--- src/rtl/main_control_fsm.sv ---
// Multicycle MIPS-style main control FSM. Datapath controls are decoded from the current
// state, plus mem_ready in FETCH. The opcode is captured in DECODE for use by MEMADR.
module main_control_fsm (
  input  logic       clk,
  input  logic       reset_n,
  input  logic [5:0] opcode,
  input  logic       mem_ready,
  output logic       PCWrite,
  output logic       PCWriteCond,
  output logic       IorD,
  output logic       MemRead,
  output logic       MemWrite,
  output logic       MemtoReg,
  output logic       IRWrite,
  output logic       ALUSrcA,
  output logic       RegWrite,
  output logic       RegDst,
  output logic [1:0] PCSource,
  output logic [1:0] ALUOp,
  output logic [1:0] ALUSrcB,
  output logic [3:0] state,
  output logic       illegal_op
);

  typedef enum logic [3:0] {
    S_FETCH    = 4'd0,
    S_DECODE   = 4'd1,
    S_MEMADR   = 4'd2,
    S_MEMRD    = 4'd3,
    S_MEMWB    = 4'd4,
    S_MEMWR    = 4'd5,
    S_RTYPE_EX = 4'd6,
    S_RTYPE_WB = 4'd7,
    S_BEQ_EX   = 4'd8,
    S_J_EX     = 4'd9,
    S_ADDI_EX  = 4'd10,
    S_ADDI_WB  = 4'd11
  } state_t;

  localparam logic [5:0] OP_RTYPE = 6'b000000;
  localparam logic [5:0] OP_LW    = 6'b100011;
  localparam logic [5:0] OP_SW    = 6'b101011;
  localparam logic [5:0] OP_BEQ   = 6'b000100;
  localparam logic [5:0] OP_J     = 6'b000010;
  localparam logic [5:0] OP_ADDI  = 6'b001000;

  state_t     r_state;
  state_t     w_next;
  logic [5:0] r_opcode;

  assign state = r_state;

  // State register
  always_ff @(posedge clk or negedge reset_n) begin
    if (!reset_n) begin
      r_state <= S_FETCH;
    end else begin
      r_state <= w_next;
    end
  end

  // Opcode latch, loaded only while decoding
  always_ff @(posedge clk or negedge reset_n) begin
    if (!reset_n) begin
      r_opcode <= 6'b000000;
    end else if (r_state == S_DECODE) begin
      r_opcode <= opcode;
    end else begin
      r_opcode <= r_opcode;
    end
  end

  // Next-state and output decode
  always_comb begin
    w_next      = S_FETCH;
    PCWrite     = 1'b0;
    PCWriteCond = 1'b0;
    IorD        = 1'b0;
    MemRead     = 1'b0;
    MemWrite    = 1'b0;
    MemtoReg    = 1'b0;
    IRWrite     = 1'b0;
    ALUSrcA     = 1'b0;
    RegWrite    = 1'b0;
    RegDst      = 1'b0;
    PCSource    = 2'b00;
    ALUOp       = 2'b00;
    ALUSrcB     = 2'b00;
    illegal_op  = 1'b0;
    case (r_state)
      S_FETCH: begin
        MemRead = 1'b1;
        ALUSrcB = 2'b01;
        IRWrite = mem_ready;
        PCWrite = mem_ready;
        if (mem_ready) begin
          w_next = S_DECODE;
        end else begin
          w_next = S_FETCH;
        end
      end
      S_DECODE: begin
        ALUSrcB = 2'b11;
        case (opcode)
          OP_LW, OP_SW: w_next = S_MEMADR;
          OP_RTYPE:     w_next = S_RTYPE_EX;
          OP_BEQ:       w_next = S_BEQ_EX;
          OP_J:         w_next = S_J_EX;
          OP_ADDI:      w_next = S_ADDI_EX;
          default: begin
            w_next     = S_FETCH;
            illegal_op = 1'b1;
          end
        endcase
      end
      S_MEMADR: begin
        ALUSrcA = 1'b1;
        ALUSrcB = 2'b10;
        // Decided by the latched opcode; the IR input may already have moved on
        case (r_opcode)
          OP_LW:   w_next = S_MEMRD;
          OP_SW:   w_next = S_MEMWR;
          default: w_next = S_FETCH;
        endcase
      end
      S_MEMRD: begin
        MemRead = 1'b1;
        IorD    = 1'b1;
        if (mem_ready) begin
          w_next = S_MEMWB;
        end else begin
          w_next = S_MEMRD;
        end
      end
      S_MEMWB: begin
        MemtoReg = 1'b1;
        RegWrite = 1'b1;
        w_next   = S_FETCH;
      end
      S_MEMWR: begin
        MemWrite = 1'b1;
        IorD     = 1'b1;
        if (mem_ready) begin
          w_next = S_FETCH;
        end else begin
          w_next = S_MEMWR;
        end
      end
      S_RTYPE_EX: begin
        ALUSrcA = 1'b1;
        ALUOp   = 2'b10;
        w_next  = S_RTYPE_WB;
      end
      S_RTYPE_WB: begin
        RegDst   = 1'b1;
        RegWrite = 1'b1;
        w_next   = S_FETCH;
      end
      S_BEQ_EX: begin
        ALUSrcA     = 1'b1;
        ALUOp       = 2'b01;
        PCWriteCond = 1'b1;
        PCSource    = 2'b01;
        w_next      = S_FETCH;
      end
      S_J_EX: begin
        PCWrite  = 1'b1;
        PCSource = 2'b10;
        w_next   = S_FETCH;
      end
      S_ADDI_EX: begin
        ALUSrcA = 1'b1;
        ALUSrcB = 2'b10;
        w_next  = S_ADDI_WB;
      end
      S_ADDI_WB: begin
        RegWrite = 1'b1;
        w_next   = S_FETCH;
      end
      default: begin
        w_next = S_FETCH;
      end
    endcase
  end

endmodule

--- config.mk ---
export PLATFORM = sky130hd
export DESIGN_NAME = main_control_fsm
export DESIGN_NICKNAME = d
export VERILOG_FILES = /design/src/rtl/main_control_fsm.sv
export SDC_FILE = /design/constraint.sdc
export NUM_CORES = 1
export LEC_CHECK = 0
export CORE_MARGIN = 10
export CORE_UTILIZATION = 25
export CTS_BUF_LIST = sky130_fd_sc_hd__clkbuf_2 sky130_fd_sc_hd__clkbuf_4 sky130_fd_sc_hd__clkbuf_8
export DETAILED_ROUTE_END_ITERATION = 12
export PLACE_DENSITY_LB_ADDON = 0.25
export SLEW_MARGIN = 20
export SYNTH_ARGS = -nofsm -noshare
export SYNTH_HDL_FRONTEND = slang
export SYNTH_SLANG_ARGS = --single-unit
export TNS_END_PERCENT = 100
--- constraint.sdc ---
create_clock -name clk -period 1.6 [get_ports clk]
set_input_delay 0.16 -clock clk [delete_from_list [all_inputs] [get_ports clk]]
set_output_delay 0.16 -clock clk [all_outputs]
set_load 0.01 [all_outputs]
**Word-level counts from Yosys, hierarchy flattened**

Index checks and enable logic that the tools add are counted.

- Register bits after elaboration: 10
- Bits of input ports: 9
- Output and inout port bits: 21
- Word-level logic and storage cells: 50

- Eq/ne operators: 18
- Mux-type cells: 21
- Reductions and logical operators: 9

Operators with widths:

| cell | count |
|---|---|
| $pmux W4 S7 | 1 |
| $eq A6 B6 Y1 const B | 4 |
| $pmux W4 S5 | 1 |
| $eq A4 B3 Y1 const B | 4 |
| $eq A4 B4 Y1 const B | 4 |
| $mux W1 | 12 |
| $eq A4 B2 Y1 const B | 2 |
| $pmux W2 S2 | 2 |
| $reduce_or A2 Y1 | 4 |
| $eq A6 B2 Y1 const B | 1 |
| $eq A6 B3 Y1 const B | 1 |
| $eq A6 B4 Y1 const B | 1 |
| $logic_not A6 Y1 | 1 |
| $mux W3 | 2 |
| $pmux W2 S3 | 1 |
| $pmux W3 S2 | 1 |
| $reduce_or A6 Y1 | 1 |
| $eq A4 B1 Y1 const B | 1 |
| $logic_not A4 Y1 | 1 |
| $reduce_or A4 Y1 | 1 |
| $reduce_or A3 Y1 | 1 |
| $pmux W1 S2 | 1 |

**Logic depth before layout (Yosys ltp)**

- Depth after elaboration: 4
- Gate-level depth with buffers: 5
- Mapped depth without buffers: 4

**Least setup slack after synthesis**

OpenSTA, ideal clock, no wires.

- Kind: flip-flop to output port
- Start: reg r_state[2] (netlist: state[2])
- End: out PCSource[0]
- Arrival: 1.392 ns
- Required time: 1.440 ns
- Setup slack: 0.048 ns
- Cell stages (with the launch flop): 5
- Buffers on the path: 2
- Path through: dfrtp_1 > buf_6 > or2b_4 > nor3_1 > buf_4

- Cells in the longest elaborated chain, start to end: 2
- Elaborated cells on any way between the ends: 3
- Classes of those cells: 2 x eq/ne; 1 x mux

Ends and longest elaborated chain:

| item | RTL line | source |
|---|---|---|
| from (decl) | 47 | `state_t r_state;` |
| from (signal assigned) | 58 | `r_state <= w_next;` |
| $eq A4 B4 Y1 | 90 | `case (r_state)` |
| $pmux W2 S2 * | 90 |  |
| to (decl) | 18 | `output logic [1:0] PCSource,` |

Mark *: on every way between the ends. The rest lies on a longest branch, timed or not.

**Worst setup path in the final report**

- Start: reg r_state[1] (netlist: state[1])
- End: out illegal_op

- Cells in the longest elaborated chain, start to end: 2

Ends and longest elaborated chain:

| item | RTL line | source |
|---|---|---|
| $eq A4 B1 Y1 | 90 |  |
| $mux W1 | 90 |  |
| to (decl) | 22 | `output logic illegal_op` |

Every way passes these cells.

==> impl_metrics.yaml <==
outcome:
  status: "finished with violations"
  failed_checks: "setup timing"
final_layout:
  area_growth_syn_to_layout_pct: 75.58
  final_core_util_pct: 45.89
  diodes: 0
  drive_above_1_share_pct: 51.66
  finalNetCount: 161
global_route:
  gr-usage-all-layers_pct: 8.128
  grt_pass1_wl_um: 4043
  grt_max_degree: 13
  grt_pass1_vias: 892
  grt-ovfl-total: 0
  antenna_found_initial: 0
synth:
  synthCells: 90
  ys.flop_type: "dfrtp_1"
  synth_fa_ha_area_share_pct: 0
  yosys_warnings: 0
  yosysUniqueCellTypes: 40
  synth_edf_count: 0
  synth_seq_cells: 10
  yosysTopAreaCell: "dfrtp_1"
  synth_top_family_by_area: "simple AND/OR/NAND/NOR gates"
  synth-simple-area-share_pct: 33.28
  synthArstFlopShare_pct: 100.0
  synthTopCellsByArea: "dfrtp_1 (31%), mux2_1 (7.0%), nor2_1 (5.1%)"
  syn-num-nets: 99
  synthTopCellsByCount: "nor2_1 (11), dfrtp_1 (10), nand2_1 (6)"
  syn_avg_cell_area_um2: 8.939
  synth_compound_area_share_pct: 15.24
  synthMuxAreaShare_pct: 9.642
  synth_most_common_cell: "nor2_1"
  synth_xor_area_share_pct: 2.177
  yosysSeqAreaShare_pct: 31.10
  post-synth-top-area-fraction_pct: 31.10
  netlist_area_um2: 804.5
setup_path:
  required_ps: 1440
  crit_arrival_ps: 1460
  worst-setup-path-type: "reg -> out"
  crit_fanout: 4
  critPathLaunchType: "register"
  end_kind: "primary output"
die:
  fp.coreArea_um2: 3078
  dieArea_um2: 5887
  io_pins: 30
  fp.dieW_um: 76.73
  rows: 20
  chipHeight_um: 76.73
  initial_core_util_pct: 26.14
power:
  p_per_area_nw_per_um2: 620.3
  p_sw_share_pct: 30.35
  p_leak_nw: 0.6769
  power_frac_seq_pct: 38.0
  pwr-share-clk_pct: 26.3
  power.internal_uw: 610.3
  switchingPower_uw: 266.0
  power_frac_comb_pct: 35.7
  vdd_drop_max_mv: 0.3585
sta:
  rsz0062_at_grt: "true"
  max_freq_mhz: 618.7
  postLayoutSetupSlackWorst_ps: -16.35
  finalCriticalPeriod_ps: 1616
  slew_viol_final: 0
  finClkSkew_ps: 4.294
  fin_crit_sh_pct: 101.0
  worst_pin_slew_ps: 469.2
  finalSetupViolations: 2
  setup_tns_ps: -24.69
  hold_viol_final: 0
  slew_headroom_pct: 68.62
placed_design:
  dp_slack_ps: -345.8
  finalWeightedCongestion: 0.7442
  io_buffers: 29
  dp.final_hpwl_um: 1996
cts:
  cts_buffers: 3
  cts_tree: "built"
  insertion_delay_ps: 270
  clkTransAtPathRegs_ps: 70
  ctsHoldBuffers: 0
  htree_levels: 1
  cts-root-buf: "clkbuf_4"
  clk_path_buf_depth: 2
  cts_num_sinks: 10
drt:
  dr.pass1.iters: 6
  viasPerCell: 4.708
  wl_um: 2514
  drtIter0Drc: 22
  vias: 918
  wl_per_cell_um: 12.89
  drc: 0
  antenna_left: 0
job:
  max-cap-violations: 0
hold_path:
  hp-class: "in -> async"
routing by layer:
metal  track usage (%)  vias up  wire (um)
met5                 0        -          0
met4             3.532        0         50
met3             2.914        6        150
met2             12.98       41       1132
met1             9.524      424       1181
li1                  -      447          -
worst paths after layout:
check / startpoint / to / slack, ps / cells past startpoint
max: state[1] / illegal_op / -20 / 4
min: reset_n / r_opcode[4] / 210 / 1
max reg2reg: state[2] / state[0] / 30 / 6
min reg2reg: r_opcode[1] / r_opcode[1] / 480 / 1
max in group asynchronous: reset_n / state[0] / 1040 / 1
min in group clk: r_opcode[1] / r_opcode[1] / 480 / 1
placed cells by master, fill, tap and decap left out, drive strengths merged, types with 4 or more instances in the layout:
cell,Yosys,layout
buf,6,47
or2b,4,4
and3,4,4
o21ai,5,5
mux2,6,6
nor2,12,12
clkdlybuf4s50,0,10
nor3,6,6
nand2,6,6
clkbuf,1,9
a21oi,4,4
dfrtp,10,10
worst max-delay path, cell delays in order, from the launching register on:
cell	delay, ps
dfrtp_2	430
buf_6	130
nor4b_4	300
and3_1	200
buf_2	130
metrics by stage:
stage	hold slack [ps]	area, um^2	total power [mW]	cells
after global routing	241.2	1413	0.9364	195
after global placement	461.9	1306	0.6409	185
after detailed placement	471.2	1306	0.6491	185
final	212.1	1413	0.8763	195
after floorplan	-135.6	804.5	0.4818	90
after CTS	232.5	1390	0.8807	194
kinds of logic (layout without fill, tap and decap cells):
| family | after synthesis | count (layout) |
|---|---|---|
| muxes | 7 | 7 |
| buffers and inverters | 9 | 70 |
| xor gates and xnor gates | 2 | 2 |
| and+or+nand+nor | 44 | 44 |
| AOI/OAI and AO/OA | 18 | 18 |
| DFF | 10 | 10 |
flip-flops by register name, indices dropped and copies added, names as in the netlist:
| register | flops |
|---|---|
| r_opcode | 6 |
| state | 4 |
power groups by stage:
| stage | combinational (mW) | clock, mW | sequential, mW |
|---|---|---|---|
| finish | 0.313 | 0.231 | 0.333 |
| floorplan | 0.157 | 0 | 0.325 |
| global route | 0.344 | 0.250 | 0.342 |
| CTS | 0.311 | 0.237 | 0.333 |
| detailed placement | 0.313 | 0 | 0.336 |
| global placement | 0.307 | 0 | 0.334 |
repair_timing:
item | 4_1_cts | 5_1_grt
setup endpoints to repair | 21 | 22
endpoints found under the hold margin | 0 | 0
pin swaps | 4 | 6
resized for setup | 66 | 26
buffers inserted | 5 | 1
cell type report:
cell class                 count  area [um^2]
multi-input combinational     71        563.0
clock buffer                   4        36.28
inverter                       2        7.507
fill                         329         1665
sequential                    10        254.0
timing repair buffer          64        496.7
tap                           44        55.05
Note: power is estimated with default switching activity, not from simulation.
